$ cat src/rtl/gbf_wr_ctrl.sv
// GBF write-side address controller: one registered write per accepted word, per-group base table, command/handshake FSM.
// Write appears one cycle after transfer; in_rdy low while a command waits for config_paulse to fall. Optional GBF_WR_BOUND_CHECK_EN.
module gbf_wr_ctrl #(
    parameter int DATA_WIDTH = 96,
    parameter int ADDR_WIDTH = 12,
    parameter int GRP_WIDTH  = 4
) (
    input  logic                  clk,
    input  logic                  rst,
    input  logic                  Reset_FtrLay,
    input  logic                  Next_FtrGrp,
    input  logic                  Reset_FtrGrp,
    input  logic                  config_paulse,
    input  logic                  cfg_we,
    input  logic [GRP_WIDTH-1:0]  cfg_grp,
    input  logic [ADDR_WIDTH-1:0] cfg_base,
    input  logic                  in_vld,
    input  logic [DATA_WIDTH-1:0] in_dat,
    output logic                  in_rdy,
    output logic                  GBF_EnWr,
    output logic [ADDR_WIDTH-1:0] GBF_AddrWr,
    output logic [DATA_WIDTH-1:0] GBF_DatWr,
    output logic [GRP_WIDTH-1:0]  cur_grp,
    output logic                  busy,
    output logic                  ovf_err
);
    localparam int NGRP = 2**GRP_WIDTH;

    typedef enum logic [1:0] {ST_RUN, ST_WAIT, ST_APPLY} state_t;
    // Encoding order doubles as priority: a larger value wins.
    typedef enum logic [1:0] {CMD_NONE, CMD_GRP, CMD_NXT, CMD_LAY} cmd_t;

    state_t                r_state, w_state_nxt;
    cmd_t                  r_cmd, w_cmd_in;
    logic                  r_cfg_q;
    logic [ADDR_WIDTH-1:0] r_ptr;
    logic [ADDR_WIDTH-1:0] r_base [NGRP];
    logic [GRP_WIDTH-1:0]  r_grp, w_grp_inc;
    logic                  r_en;
    logic [ADDR_WIDTH-1:0] r_addr;
    logic [DATA_WIDTH-1:0] r_dat;
    logic                  w_drop, w_xfer;

    assign w_cmd_in  = Reset_FtrLay ? CMD_LAY :
                       Next_FtrGrp  ? CMD_NXT :
                       Reset_FtrGrp ? CMD_GRP : CMD_NONE;
    assign w_grp_inc = r_grp + 1'b1;

`ifdef GBF_WR_BOUND_CHECK_EN
    // Pointer reaching the next group's base means this group is full.
    assign w_drop = (r_grp != '1) && (r_ptr == r_base[w_grp_inc]);
`else
    assign w_drop = 1'b0;
`endif

    assign in_rdy     = (r_state == ST_RUN);
    assign busy       = (r_state != ST_RUN);
    assign w_xfer     = in_vld & in_rdy & ~w_drop;
    assign GBF_EnWr   = r_en;
    assign GBF_AddrWr = r_addr;
    assign GBF_DatWr  = r_dat;
    assign cur_grp    = r_grp;

    always_ff @(posedge clk) begin
        if (rst) r_state <= ST_RUN;
        else     r_state <= w_state_nxt;
    end

    always_comb begin
        w_state_nxt = r_state;
        case (r_state)
            ST_RUN:   if (w_cmd_in != CMD_NONE) w_state_nxt = ST_WAIT;
            ST_WAIT:  if (r_cfg_q && !config_paulse) w_state_nxt = ST_APPLY;
            ST_APPLY: w_state_nxt = ST_RUN;
            default:  w_state_nxt = ST_RUN;
        endcase
    end

    always_ff @(posedge clk) begin
        if (rst) begin
            for (int i = 0; i < NGRP; i++) r_base[i] <= '0;
        end else if (cfg_we) begin
            r_base[cfg_grp] <= cfg_base;
        end
    end

    always_ff @(posedge clk) begin
        if (rst) begin
            r_cmd   <= CMD_NONE;
            r_cfg_q <= 1'b0;
            r_ptr   <= '0;
            r_grp   <= '0;
            r_en    <= 1'b0;
            r_addr  <= '0;
            r_dat   <= '0;
        end else begin
            r_cfg_q <= config_paulse;
            r_en    <= w_xfer;
            if (w_xfer) begin
                r_addr <= r_ptr;
                r_dat  <= in_dat;
            end
            case (r_state)
                ST_RUN: begin
                    if (w_xfer) r_ptr <= r_ptr + 1'b1;
                    if (w_cmd_in != CMD_NONE) r_cmd <= w_cmd_in;
                end
                ST_WAIT: begin
                    if (w_cmd_in > r_cmd) r_cmd <= w_cmd_in;
                end
                ST_APPLY: begin
                    case (r_cmd)
                        CMD_LAY: begin
                            r_grp <= '0;
                            r_ptr <= '0;
                        end
                        CMD_NXT: begin
                            r_grp <= w_grp_inc;
                            r_ptr <= r_base[w_grp_inc];
                        end
                        CMD_GRP: r_ptr <= r_base[r_grp];
                        default: ;
                    endcase
                    r_cmd <= CMD_NONE;
                end
                default: ;
            endcase
        end
    end

`ifdef GBF_WR_BOUND_CHECK_EN
    logic r_ovf;
    always_ff @(posedge clk) begin
        if (rst)                                        r_ovf <= 1'b0;
        else if (r_state == ST_APPLY && r_cmd == CMD_LAY) r_ovf <= 1'b0;
        else if (in_vld && in_rdy && w_drop)            r_ovf <= 1'b1;
    end
    assign ovf_err = r_ovf;
`else
    assign ovf_err = 1'b0;
`endif
endmodule
$ cat config.mk
export PLATFORM = sky130hd
export DESIGN_NAME = gbf_wr_ctrl
export DESIGN_NICKNAME = d
export VERILOG_FILES = /design/src/rtl/gbf_wr_ctrl.sv
export SDC_FILE = /design/constraint.sdc
export NUM_CORES = 1
export LEC_CHECK = 0
export CORE_MARGIN = 2
export CORE_UTILIZATION = 55
export CTS_CLUSTER_SIZE = 30
export DETAILED_ROUTE_END_ITERATION = 8
export PLACE_DENSITY = 0.81
export SLEW_MARGIN = 20
export SYNTH_ARGS = -nofsm -noshare
export SYNTH_HDL_FRONTEND = slang
export SYNTH_SLANG_ARGS = --single-unit
$ cat constraint.sdc
create_clock -name clk -period 4.7 [get_ports clk]
set_input_delay 0.94 -clock clk [delete_from_list [all_inputs] [get_ports clk]]
set_output_delay 0.94 -clock clk [all_outputs]
set_load 0.02 [all_outputs]
==> Word level (Yosys, flattened, before mapping) <==
Memories as Yosys holds them, arrays and structs flattened. A register that Yosys moved wholly into a read port is not among the register bits.
Cells that the tools add are included.
{ "op_classes": {"n_addsub": 2, "magnitude_cmp": 1, "eq_ne": 10, "mux": 23, "bitwise": 1, "reduce_logical": 13} }
{ "ops": {"columns": ["operator", "count"], "rows": [
  ["12-bit case mux with 3 select lines", 1],
  ["12-bit 2-to-1 mux", 2],
  ["12-bit case mux with 2 select lines", 1],
  ["12-bit by 1-bit adder with 12-bit output (second input constant)", 1],
  ["2-bit 2-to-1 mux", 6],
  ["4-bit 2-to-1 mux", 3],
  ["12-bit OR reduction", 1],
  ["4-bit case mux with 2 select lines", 1],
  ["2-bit nonzero test", 4],
  ["1-bit 2-to-1 mux", 7],
  ["2-bit == test (second input constant)", 3],
  ["2-bit case mux with 3 select lines", 1],
  ["3-bit AND reduction", 2],
  ["4-bit by 1-bit adder with 4-bit output (second input constant)", 1],
  ["2-bit by 1-bit == test with 1-bit output (second input constant)", 2],
  ["2-bit by 1-bit inequality test with 1-bit output (second input constant)", 2],
  ["2-bit inequality test (second input constant)", 2],
  ["4-bit by 3-bit inequality test with 1-bit output (second input constant)", 1],
  ["2-bit case mux with 2 select lines", 1],
  ["2-bit AND reduction", 2],
  ["3-bit nonzero test", 1],
  ["2-bit > comparator", 1],
  ["2-bit zero test", 1],
  ["1-bit bitwise AND", 1],
  ["2 further kinds", 2]
]} }
{ "totals": {"register_bits": 130, "ramBits": 192, "output_inout_bits": 116, "word_cells": 59, "n_memories": 1} }
{ "memory_table": {"columns": ["name", "depth", "word_bits", "read_ports", "rd_clocked_by_memory_dff", "wr", "line", "source"], "rows": [
  ["r_base", 16, 12, 2, 1, 16, "37", "logic [ADDR_WIDTH-1:0] r_base [NGRP];"]
]} }

==> Depth between registers and ports, before layout <==
{ "depth": {"word_depth": 6, "depth_mapped": 8} }

==> Worst setup path before layout <==
OpenSTA, ideal clock, no wires.
{ "synth_path": {"path_type": "register to register", "start": "register r_grp[1] (netlist: cur_grp[1])", "end": "register r_ptr[7]", "arrival_ps": 2218, "t_required_ps": 4563, "setup_slack_ps": 2345, "stages_incl_launch_ff": 8, "cell_sequence": "dfxtp_1 -> ha_1 -> buf_2 -> mux4_2 -> mux2i_1 -> nor3_1 -> a2111oi_0 -> a211oi_1"} }
{ "synth_via": {"elab_chain_len": 4} }
{ "synth_rtl": {"columns": ["item", "line", "source"], "rows": [
  ["start: declaration", "38", "logic [GRP_WIDTH-1:0] r_grp, w_grp_inc;"],
  ["start signal: assignment", "118", "r_grp <= w_grp_inc;"],
  ["4-bit by 1-bit adder with 4-bit output", "47", "assign w_grp_inc = r_grp + 1'b1;"],
  ["memory read 16 x 12 bit", null, null],
  ["12-bit case mux with 3 select lines", "112", "case (r_cmd)"],
  ["12-bit case mux with 2 select lines", "103", "case (r_state)"],
  ["end signal: assignment", "105", "if (w_xfer) r_ptr <= r_ptr + 1'b1;"],
  ["end signal: assignment", "119", "r_ptr <= r_base[w_grp_inc];"],
  ["end signal: assignment", "121", "CMD_GRP: r_ptr <= r_base[r_grp];"],
  ["end: declaration", "36", "logic [ADDR_WIDTH-1:0] r_ptr;"]
]} }
Every way passes these cells.
A chain may end at the register's enable or synchronous reset.

==> Worst setup path in the final report <==
{ "layout_path": {"start": "register r_grp[0] (netlist: cur_grp[0])", "end": "output cur_grp[0]"} }
{ "layout_rtl": {"columns": ["item", "line", "source"], "rows": [
  ["end: declaration", "23", "output logic [GRP_WIDTH-1:0] cur_grp,"]
]} }
No word-level cell between the ends.

==> results.json <==
{
  "post-route-period-util_pct": 67.8,
  "grt_pass1_vias": 11100,
  "synthAdderAreaFrac_pct": 0.567,
  "wirelength_um": 44400,
  "rsz0062_at_grt": "no",
  "ys_seq_area_share_pct": 54.7,
  "setup_tns_ps": 0,
  "synth_compound_area_share_pct": 6.25,
  "hold_ws_ps": 453,
  "slew_headroom_pct": 34.0,
  "io_pins": 236,
  "routed-via-count": 11400,
  "critPathTopFamily": "buffers and inverters",
  "wl_per_cell_um": 23.3,
  "powerDensity_nw_per_um2": 352,
  "dieArea_sq_um": 29500,
  "setup_ws_ps": 1510,
  "synthSimpleGateAreaFrac_pct": 17.8,
  "crit_type": "reg2out",
  "clkTransAtPathRegs_ps": 60,
  "drt_first_pass_iters": 5,
  "cts_hold_buf": 0,
  "clockRootBuffer": "clkbuf_16",
  "drc": 0,
  "final_core_util_pct": 69.1,
  "clockBufferDepth": 3,
  "cp_slowest_cell": "clkdlybuf4s50_1",
  "grt_max_degree": 94,
  "start_util_pct": 55.8,
  "cts_buffers": 35,
  "async_flop_share_pct": 0,
  "syn_area_sq_um": 15500,
  "die_w_um": 172,
  "grtUsageTotal_pct": 29.7,
  "fmax_ghz": 0.314,
  "via_per_inst": 6.00,
  "ys_ff_latch": 326,
  "period_needed_ps": 3190,
  "gp_congestion": 0.949,
  "tightest_slew_ps": 986,
  "yosys.cell_types.count": 53,
  "nNetsFinal": 1627,
  "cts_resized": 0,
  "arrival_ps": 2250,
  "end_kind": "output port",
  "synth_mux_area_share_pct": 16.9,
  "avgSynthCellArea_sq_um": 11.7,
  "start_kind": "flop",
  "path_cells": "buf_4, clkdlybuf4s50_1",
  "io_buffers": 234,
  "synth_fp_nets": 1444,
  "path_buf_inv": 2,
  "pre_cts_slack_ps": 1340,
  "cts_tree": "built",
  "hp-class": "reg2reg",
  "finalSetupViolations": 0,
  "die_y_um": 172,
  "clk_latency_ps": 510,
  "ir_drop_uv": 284,
  "core_sq_um": 27700,
  "synth_xor_area_share_pct": 0.680,
  "slew_viol_final": 0,
  "synth_top_family_by_area": "simple AND/OR/NAND/NOR gates",
  "crit_path_max_incr_delay_ps": 740,
  "synth_warnings": 0,
  "final_area_sq_um": 19100,
  "status": "finished clean",
  "antenna_found_initial": 5,
  "fin_skew_ps": 9.85,
  "r2r_slack_ps": 1630,
  "maxCapViolCount": 0,
  "dpl.hpwl_um": 30700,
  "drtAntennaViolNets": 0,
  "mostFrequentLayoutCells": "nand2_1 (233), clkdlybuf4s50_1 (233), and2_1 (193), edfxtp_1 (192), dfxtp_1 (130)",
  "cts_num_sinks": 326,
  "syn_inst": 1317,
  "p_leak_nw": 6.47,
  "grt_pass1_wl_um": 65500,
  "cp_max_fo": 52,
  "ys.flop_type": "edfxtp_1",
  "grt_overflow": 0,
  "cts_setup_buffers": 0,
  "synth_edf_count": 192,
  "hold_viol_final": 0,
  "required_ps": 3760,
  "drive_above_1_share_pct": 13.4,
  "rows": 61,
  "place_area_sq_um": 18000,
  "areaGrowthSynthToFinish_pct": 23.8,
  "h-tree-depth": 2,
  "drt_iter0_drc": 1146
}
## routing by layer
| layer | wire length (um) | up-vias | track usage (%) |
|---|---|---|---|
| met3 | 5900 | 124 | 11.2 |
| met2 | 20900 | 657 | 48.5 |
| met1 | 15600 | 5559 | 35.3 |
| met4 | 1930 | 0 | 12.9 |
| li1 | - | 5088 | - |
| met5 | 0 | - | 0 |
## per-stage QoR
| stage | total power [mW] | instances |
|---|---|---|
| 6_report | 6.73 | 1906 |
| 5_1_grt | 6.92 | 1905 |
| 3_3_place_gp | 4.00 | 1841 |
| 4_1_cts | 6.75 | 1902 |
| 3_5_place_dp | 4.02 | 1841 |
| 2_1_floorplan | 3.66 | 1317 |
## layout make-up
class	count	area [sq um]
antenna	4	10.0
clock buffer	46	970
clock inverter	15	173
fill	1942	8570
inverter	4	15.0
multi-input combinational	881	6550
sequential	326	8450
tap	378	473
timing repair buffer	252	2490
## report_power, final
part | total [mW] | switching, mW | internal (mW)
sequential | 3.29 | 0.105 | 3.18
clock | 2.76 | 1.09 | 1.67
combinational | 0.686 | 0.368 | 0.318
total | 6.73 | 1.57 | 5.17
## path summary, 6_finish.rpt
check,cells after the start,from,to
max,2,cur_grp[0]$_SDFFE_PP0N_,cur_grp[0]
min reg2reg,2,GBF_DatWr[91]$_SDFFE_PP0P_,GBF_DatWr[91]$_SDFFE_PP0P_
min,2,GBF_DatWr[91]$_SDFFE_PP0P_,GBF_DatWr[91]$_SDFFE_PP0P_
max reg2reg,6,cur_grp[0]$_SDFFE_PP0N_,r_ptr[10]$_SDFFE_PP0P_
## cells in the mapped netlist (all sizes together), types with 11 or more instances
library cell	instances	area [sq um]
nand2	234	878
a21oi	121	606
or2	17	106
mux4	96	2160
nor3	22	110
edfxtp	192	5770
nor2	40	150
buf	33	194
and2	194	1210
clkbuf	73	274
nand3	11	55.1
mux2i	34	340
dfxtp	134	2680
## cells by family after synthesis
kind of cell,after synthesis
xor+xnor,12
flops,326
other cells,1
simple gates,552
buf+inv,110
mux,140
compound gates,169
fa+ha+maj,7
## worst reg2reg max path: cells and delay by family, from the launching register on
| family | cells | cell delay [ps] |
|---|---|---|
| XOR/XNOR | 1 | 840 |
| buffers and inverters | 1 | 590 |
| multiplexers | 1 | 460 |
| AO/OA/AOI/OAI | 2 | 400 |
| flip-flops | 1 | 350 |
| AND/OR/NAND/NOR | 1 | 270 |
## registers in the layout, summed over array words and instances, names as in the netlist, named ones only
signal,count
r_state,2
r_cfg_q,1
GBF_AddrWr,12
GBF_EnWr,1
cur_grp,4
r_base,192
GBF_DatWr,96
r_ptr,12
r_cmd,2
Power figures use the tool's default switching activity.
